[src/rtl/frame_writer.sv]
// Ingress stage of the packet filter: writes AXI-stream beats into the frame buffer and, on
// frame end, pushes {end pointer, tdest} to the sideband buffer; discards dropped/unqueueable frames.
package frame_writer_pkg;
    localparam int AXIS_DATA_WIDTH = 16;
    localparam int AXIS_DEST_WIDTH = 4;

    typedef struct packed {
        logic [AXIS_DATA_WIDTH-1:0] tdata;
        logic [AXIS_DEST_WIDTH-1:0] tdest;
        logic                       tvalid;
        logic                       tlast;
    } axis_d_source_t;

    typedef struct packed {
        logic tready;
    } axis_d_sink_t;
endpackage

module frame_writer
    import frame_writer_pkg::*;
#(
    parameter int ADDR_WIDTH     = 11,
    parameter int HEADER_WORDS   = 7,
    parameter int DROP_CTR_WIDTH = 16
) (
    input  logic                      clk,
    input  logic                      reset_n,
    input  axis_d_source_t            ingress_source,
    output axis_d_sink_t              ingress_sink,
    input  logic                      drop_frame,
    output logic                      scan_payload,
    output logic [19:0]               frame_wdata,
    output logic                      frame_wen,
    input  logic                      frame_full,
    input  logic [ADDR_WIDTH:0]       frame_wptr,
    output logic                      frame_wrst,
    output logic [ADDR_WIDTH:0]       frame_rst_wptr,
    output logic [19:0]               sideband_wdata,
    output logic                      sideband_wen,
    input  logic                      sideband_full,
    output logic [DROP_CTR_WIDTH-1:0] dropped_frames
);

    localparam int BC_W = $clog2(HEADER_WORDS + 1);
    localparam logic [BC_W-1:0] HDR_LAST = BC_W'(HEADER_WORDS);

    if (ADDR_WIDTH + 1 + AXIS_DEST_WIDTH > 20) begin : g_sideband_width_check
        $error("frame_writer: sideband entry does not fit in 20 bits");
    end
    if (HEADER_WORDS < 1) begin : g_header_words_check
        $error("frame_writer: HEADER_WORDS must be at least 1");
    end

    typedef enum logic [2:0] {
        IDLE,
        HEADER,
        PAYLOAD,
        COMMIT,
        DISCARD
    } state_t;

    state_t                      state_reg, state_next;
    logic [BC_W-1:0]             beat_ctr_reg, beat_ctr_next;
    logic                        scan_reg, scan_next;
    logic                        wrst_reg, wrst_next;
    logic [AXIS_DEST_WIDTH-1:0]  tdest_reg, tdest_next;
    logic [ADDR_WIDTH:0]         rst_wptr_reg, rst_wptr_next;
    logic [DROP_CTR_WIDTH-1:0]   drop_ctr_reg;
    logic                        drop_inc;
    logic                        tready;
    logic                        hs;
    logic [BC_W-1:0]             beat_inc;

    always_comb begin
        tready = 1'b0;
        case (state_reg)
            IDLE:            tready = ~frame_full & ~sideband_full;
            HEADER, PAYLOAD: tready = ~frame_full;
            DISCARD:         tready = 1'b1;
            default:         tready = 1'b0;
        endcase
    end

    assign hs       = ingress_source.tvalid & tready;
    assign beat_inc = beat_ctr_reg + 1'b1;

    always_comb begin
        state_next    = state_reg;
        beat_ctr_next = beat_ctr_reg;
        scan_next     = scan_reg;
        tdest_next    = tdest_reg;
        rst_wptr_next = rst_wptr_reg;
        wrst_next     = 1'b0;
        drop_inc      = 1'b0;
        frame_wen     = 1'b0;
        sideband_wen  = 1'b0;
        case (state_reg)
            IDLE: begin
                // No room for a sideband entry: swallow the whole frame.
                if (ingress_source.tvalid && sideband_full) begin
                    state_next = DISCARD;
                    drop_inc   = 1'b1;
                end else if (hs) begin
                    frame_wen     = 1'b1;
                    rst_wptr_next = frame_wptr;
                    tdest_next    = ingress_source.tdest;
                    beat_ctr_next = BC_W'(1);
                    if (ingress_source.tlast) begin
                        state_next = COMMIT;
                    end else if (HEADER_WORDS == 1) begin
                        state_next = PAYLOAD;
                        scan_next  = 1'b1;
                    end else begin
                        state_next = HEADER;
                    end
                end
            end
            HEADER: begin
                if (drop_frame) begin
                    wrst_next  = 1'b1;
                    drop_inc   = 1'b1;
                    state_next = (hs && ingress_source.tlast) ? IDLE : DISCARD;
                end else if (hs) begin
                    frame_wen     = 1'b1;
                    beat_ctr_next = beat_inc;
                    if (ingress_source.tlast) begin
                        state_next = COMMIT;
                    end else if (beat_inc == HDR_LAST) begin
                        state_next = PAYLOAD;
                        scan_next  = 1'b1;
                    end
                end
            end
            PAYLOAD: begin
                if (hs) begin
                    frame_wen = 1'b1;
                    if (ingress_source.tlast) begin
                        state_next = COMMIT;
                    end
                end
            end
            COMMIT: begin
                sideband_wen = 1'b1;
                scan_next    = 1'b0;
                state_next   = IDLE;
            end
            DISCARD: begin
                if (hs && ingress_source.tlast) begin
                    state_next = IDLE;
                end
            end
            default: state_next = IDLE;
        endcase
    end

    always_ff @(posedge clk or negedge reset_n) begin
        if (!reset_n) begin
            state_reg    <= IDLE;
            beat_ctr_reg <= '0;
            scan_reg     <= 1'b0;
            wrst_reg     <= 1'b0;
            tdest_reg    <= '0;
            rst_wptr_reg <= '0;
            drop_ctr_reg <= '0;
        end else begin
            state_reg    <= state_next;
            beat_ctr_reg <= beat_ctr_next;
            scan_reg     <= scan_next;
            wrst_reg     <= wrst_next;
            tdest_reg    <= tdest_next;
            rst_wptr_reg <= rst_wptr_next;
            if (drop_inc && (drop_ctr_reg != '1)) begin
                drop_ctr_reg <= drop_ctr_reg + 1'b1;
            end
        end
    end

    // frame_wptr already points past the last beat when COMMIT is reached.
    assign sideband_wdata      = sideband_wen ? 20'({frame_wptr, tdest_reg}) : 20'd0;
    assign frame_wdata         = {3'b000, ingress_source.tlast, ingress_source.tdata};
    assign ingress_sink.tready = tready;
    assign scan_payload        = scan_reg;
    assign frame_wrst          = wrst_reg;
    assign frame_rst_wptr      = rst_wptr_reg;
    assign dropped_frames      = drop_ctr_reg;

endmodule
[config.mk]
export PLATFORM = sky130hd
export DESIGN_NAME = frame_writer
export DESIGN_NICKNAME = d
export VERILOG_FILES = /design/src/rtl/frame_writer.sv
export SDC_FILE = /design/constraint.sdc
export NUM_CORES = 1
export LEC_CHECK = 0
export CORE_UTILIZATION = 30
export CTS_CLUSTER_DIAMETER = 50
export CTS_CLUSTER_SIZE = 25
export DETAILED_ROUTE_END_ITERATION = 12
export GPL_TIMING_DRIVEN = 0
export PLACE_DENSITY = 0.74
export SYNTH_ARGS = -nofsm -noshare
export SYNTH_HDL_FRONTEND = slang
export SYNTH_SLANG_ARGS = --single-unit
[constraint.sdc]
create_clock -name clk -period 1.74 [get_ports clk]
set_input_delay 0.435 -clock clk [delete_from_list [all_inputs] [get_ports clk]]
set_output_delay 0.435 -clock clk [all_outputs]
set_load 0.005 [all_outputs]
Word level (Yosys, flattened, before mapping)
Index checks and enable logic that the tools add are counted.
{ "op_classes": {"add_sub_neg": 2, "mux": 33, "n_bitwise": 5, "n_reduce_logical": 11, "eq_ne": 18} }
{ "op_table": {"columns": ["cell", "count"], "rows": [
  ["$mux 3", 14],
  ["$ne 2x2->1 const B", 9],
  ["$add 16x1->16 const B", 1],
  ["$mux 16", 1],
  ["$ne 16x16->1 const B", 1],
  ["$pmux 3 s4", 1],
  ["$mux 1", 11],
  ["$reduce_and 5->1", 2],
  ["$eq 3x2->1 const B", 2],
  ["$eq 3x3->1 const B", 2],
  ["$ne 3x3->1 const B", 2],
  ["$pmux 1 s3", 2],
  ["$pmux 3 s2", 1],
  ["$reduce_and 6->1", 1],
  ["$ne 4x4->1 const B", 1],
  ["$pmux 1 s2", 2],
  ["$reduce_bool 2->1", 2],
  ["$add 3x1->3 const B", 1],
  ["$eq 3x1->1 const B", 1],
  ["$logic_and 1x1->1", 3],
  ["$logic_not 3->1", 1],
  ["$not 1->1", 3],
  ["$reduce_and 3->1", 1],
  ["$and 1x1->1", 2],
  ["2 further kinds", 2]
]} }
{ "totals": {"word_cells": 76, "regBits": 40} }

Longest topological paths before layout
{ "depth": {"depth_word": 8, "ltp_mapped": 6} }

Worst setup path after synthesis
Ideal clock, no wire load.
{ "synth_path": {"path_kind": "register to output", "from": "reg state_reg[1]", "to": "out sideband_wdata[10]", "t_arrival_ns": 1.384, "path_stages_with_launch": 6, "path_slack_ns": -0.079, "path_cell_list": "dfrtp_1 buf_2 inv_2 nor3b_1 buf_2 and2_1"} }
{ "synth_between": {"elab_chain_len": 3} }
{ "synth_rtl": {"columns": ["item", "line", "rtl"], "rows": [
  ["start: declaration", "62", "state_t state_reg, state_next;"],
  ["start signal: assignment", "166", "state_reg <= state_next;"],
  ["$eq 3x2->1", "97", "case (state_reg)"],
  ["$mux 1", "97", null],
  ["via sideband_wen", "39", "output logic sideband_wen,"],
  ["$mux 16", "179", "assign sideband_wdata = sideband_wen ? 20'({frame_wptr, tdest_reg}) : 20'd0;"],
  ["end: declaration", "38", "output logic [19:0] sideband_wdata,"]
]} }
The timed path passes the listed nets, and every way through them passes these cells.

Worst setup path in the final report
{ "layout_path": {"from": "reg state_reg[1]", "to": "out frame_wen"} }
{ "layout_between": {"elab_chain_len": 7} }
{ "layout_rtl": {"columns": ["item", "line", "rtl"], "rows": [
  ["$eq 3x2->1 or $eq 3x1->1 (tied branches)", "76, 97", null],
  ["$reduce_or 2->1", "76", "case (state_reg)"],
  ["$pmux 1 s3", "76", null],
  ["$and 1x1->1", "84", "assign hs = ingress_source.tvalid & tready;"],
  ["$mux 1", "103, 123, 135", null],
  ["$mux 1, on equally long branches", "119, 100", null],
  ["$pmux 1 s3 (*)", "97", null],
  ["end: declaration", "33", "output logic frame_wen,"]
]} }
Every way passes the cells marked *; elsewhere a longest branch is shown, timed or not.

==> impl_metrics.toml <==
[drt]
routed_via_density = 4.64
drtAntennaViolNets = 0
wl_mm = 6.55
met1_length_mm = 2.66
drt_iter0_markers = 51
top_layer = "met4"
route.detailed.drc = 0
wl_met2_mm = 3.29
met3_length_um = 517
drt-pass1-iter-count = 4
vias = 2094
avgRoutedWirePerCell_um = 14.5

[clock_network]
root_buffer = "clkbuf_8"
clk_path_buf_depth = 2
cts_max_level = 2
clock_sinks = 40
cts_tree = "done"
cts_made_buffers = 5
clk_latency_ps = 300
clk_pin_slew_ps = 80

[worst_setup_path]
path_class = "flip-flop to output port"
critical_path_peak_fanout = 3
crit_arrival_ps = 1760
cp.required_ps = 1300
endpoint_kind = "output port"
cp-start-kind = "flip-flop"

[layout]
area_growth_pct = 83.2
layout_common_cells = "clkdlybuf4s50_1, buf_6, buf_4"
final_common_cell = "clkdlybuf4s50_1"
post-route-util = 0.580
nets = 396
n_antenna_cell = 0
largest_reg_flops = 16
drive_gt1_frac = 0.437
nFillCells = 583

[global_route]
grt_pass1_vias = 2082
grt_remaining_overflow = 0
grt_max_degree = 39
antenna_found_initial = 0
grt_usage = 0.167
grt_pass1_wl_mm = 9.78

[timing]
period_share = 1.26
rsz0062_at_grt = "yes"
setup_tns_ps = -9980
slew_violations = 0
clock.fmax_ghz = 0.455
fin_ws_ps = -457
fin_crit_ps = 2200
finalHoldViolCount = 0
fin_skew_ps = 5.48
finalSetupViolations = 49

[power]
switching_share = 0.323
switchingPower_w = 0.00145
p_int_w = 0.00304
p_clk_frac = 0.176
irDropWorstVdd_uv = 779
power_frac_comb = 0.491
seqPwrFrac = 0.333
p_leak_nw = 1.87
powerDensity_nw_per_um2 = 1120

[outcome]
status = "finished, violations left"
violations = "negative setup slack"

[yosys]
synthArstFlopShare = 1.00
synth_edf_count = 0
synth_ff_type = "dfrtp_1"
synth_area_leaders = "dfrtp_1, mux2_2, buf_4, and2_1, xnor2_1"
muxShareOfSynthArea = 0.0916
synth_area_um2 = 2200
synth_top_family_by_area = "simple AND/OR/NAND/NOR gates"
synthCells = 215
synth_compound_area_frac = 0.0819
ys_warn_count = 0
post-synth-top-area-fraction = 0.455
synth_simple_gate_area_frac = 0.192
synthAdderAreaFrac = 0.0171
yosysSeqAreaShare = 0.455
ys_types = 41
ys_ff_latch = 40
synth-xor-area-share = 0.0557
synth.largest_area_cell = "dfrtp_1"
synth_area_per_cell_um2 = 10.2

[placement]
globalplace.congestion = 0.900
hpwlAfterDp_mm = 4.03
post-place-ws_ps = -1140
port_buffers = 88

[die]
row_count = 30
die_x_um = 87.6
design.die.area_um2 = 7680
start_util = 0.317
ios = 112
core_um2 = 6940
die_h_um = 87.6

[flow_run]
cap_violations = 0

[min_path]
hp-class = "primary input to flip-flop"
==> area by class of cell <==
cell class / count / area [µm²] / share of cell area
Buffer: 29 / 226 / 0.0562
Clock buffer: 5 / 68.8 / 0.0171
Clock inverter: 3 / 46.3 / 0.0115
Inverter: 7 / 31.3 / 0.00776
Multi-Input combinational cell: 145 / 1230 / 0.304
Sequential cell: 40 / 1010 / 0.250
Tap cell: 96 / 120 / 0.0298
Timing Repair Buffer: 126 / 1300 / 0.323
==> worst max-delay path, cell delays in order, from the launching register on <==
cell	delay (ps)
dfrtp_1	400
buf_6	140
buf_6	110
mux2i_1	190
nand2_1	140
a21oi_4	160
nor3b_4	190
buf_2	140
==> power by group through the flow <==
stage          logic [W]  clock network [W]  registers, W
4_1_cts          0.00209           0.000813       0.00147
6_report         0.00221           0.000791       0.00150
5_1_grt          0.00238           0.000854       0.00153
3_3_place_gp     0.00144                  0       0.00145
2_1_floorplan   0.000723                  0       0.00145
3_5_place_dp     0.00148                  0       0.00147
==> metal layers <==
layer | up-vias | GRT usage
li1 | 989 | -
met1 | 999 | 0.205
met2 | 95 | 0.281
met3 | 11 | 0.0509
met4 | 0 | 0.0551
met5 | - | 0
==> timing repair <==
item,CTS,global route
hold endpoints to repair,2,0
hold buffers,1,0
pin swaps,22,12
gates resized for setup,160,43
gates cloned,3,0
endpoints found under the setup margin,51,60
buffers inserted,32,4
==> logic make-up after synthesis <==
| kind of cell | count (synthesis) |
|---|---|
| adders and majority gates | 3 |
| xor gates and xnor gates | 14 |
| AOI/OAI and AO/OA | 27 |
| DFF | 40 |
| other | 1 |
| and+or+nand+nor | 76 |
| muxes | 18 |
| buffers and inverters | 36 |
==> path summary, 6_finish.rpt <==
path	startpoint	to	slack, ps	cells past startpoint
worst max-delay path	state_reg[1]	frame_wen	-460	7
worst min-delay path	ingress_source[0]	state_reg[2]	420	2
worst max register to register	state_reg[0]	dropped_frames[1]	-230	7
worst min register to register	scan_payload	scan_payload	500	2
max in group asynchronous	reset_n	dropped_frames[12]	850	3
min in group asynchronous	reset_n	frame_wrst	470	2
==> through the flow <==
| stage | hold slack, ps | std cells | power, W | instance area [µm²] |
|---|---|---|---|---|
| finish | 418 | 451 | 0.00450 | 4030 |
| global route | 428 | 451 | 0.00477 | 4030 |
| CTS | 466 | 449 | 0.00437 | 3870 |
| detailed placement | 250 | 406 | 0.00295 | 3240 |
| global placement | 480 | 405 | 0.00289 | 3230 |
| floorplan | 139 | 221 | 0.00217 | 2230 |
==> synth_stat cells, types with 2 or more instances <==
library cell   n
mux2_2        17
buf_4         25
a21oi_1        8
nor3b_1        2
a31oi_1        2
xor2_1         3
xnor2_1       11
nand2_1       13
nor2_1        10
nand4_1        6
ha_1           3
nor2b_1        4
and2_1        16
buf_2          2
and3_1         6
o21ai_0        8
inv_1          6
nor3_1         2
clkbuf_1       2
dfrtp_1       40
nand3_1        9
Power figures use the tool's default switching activity.
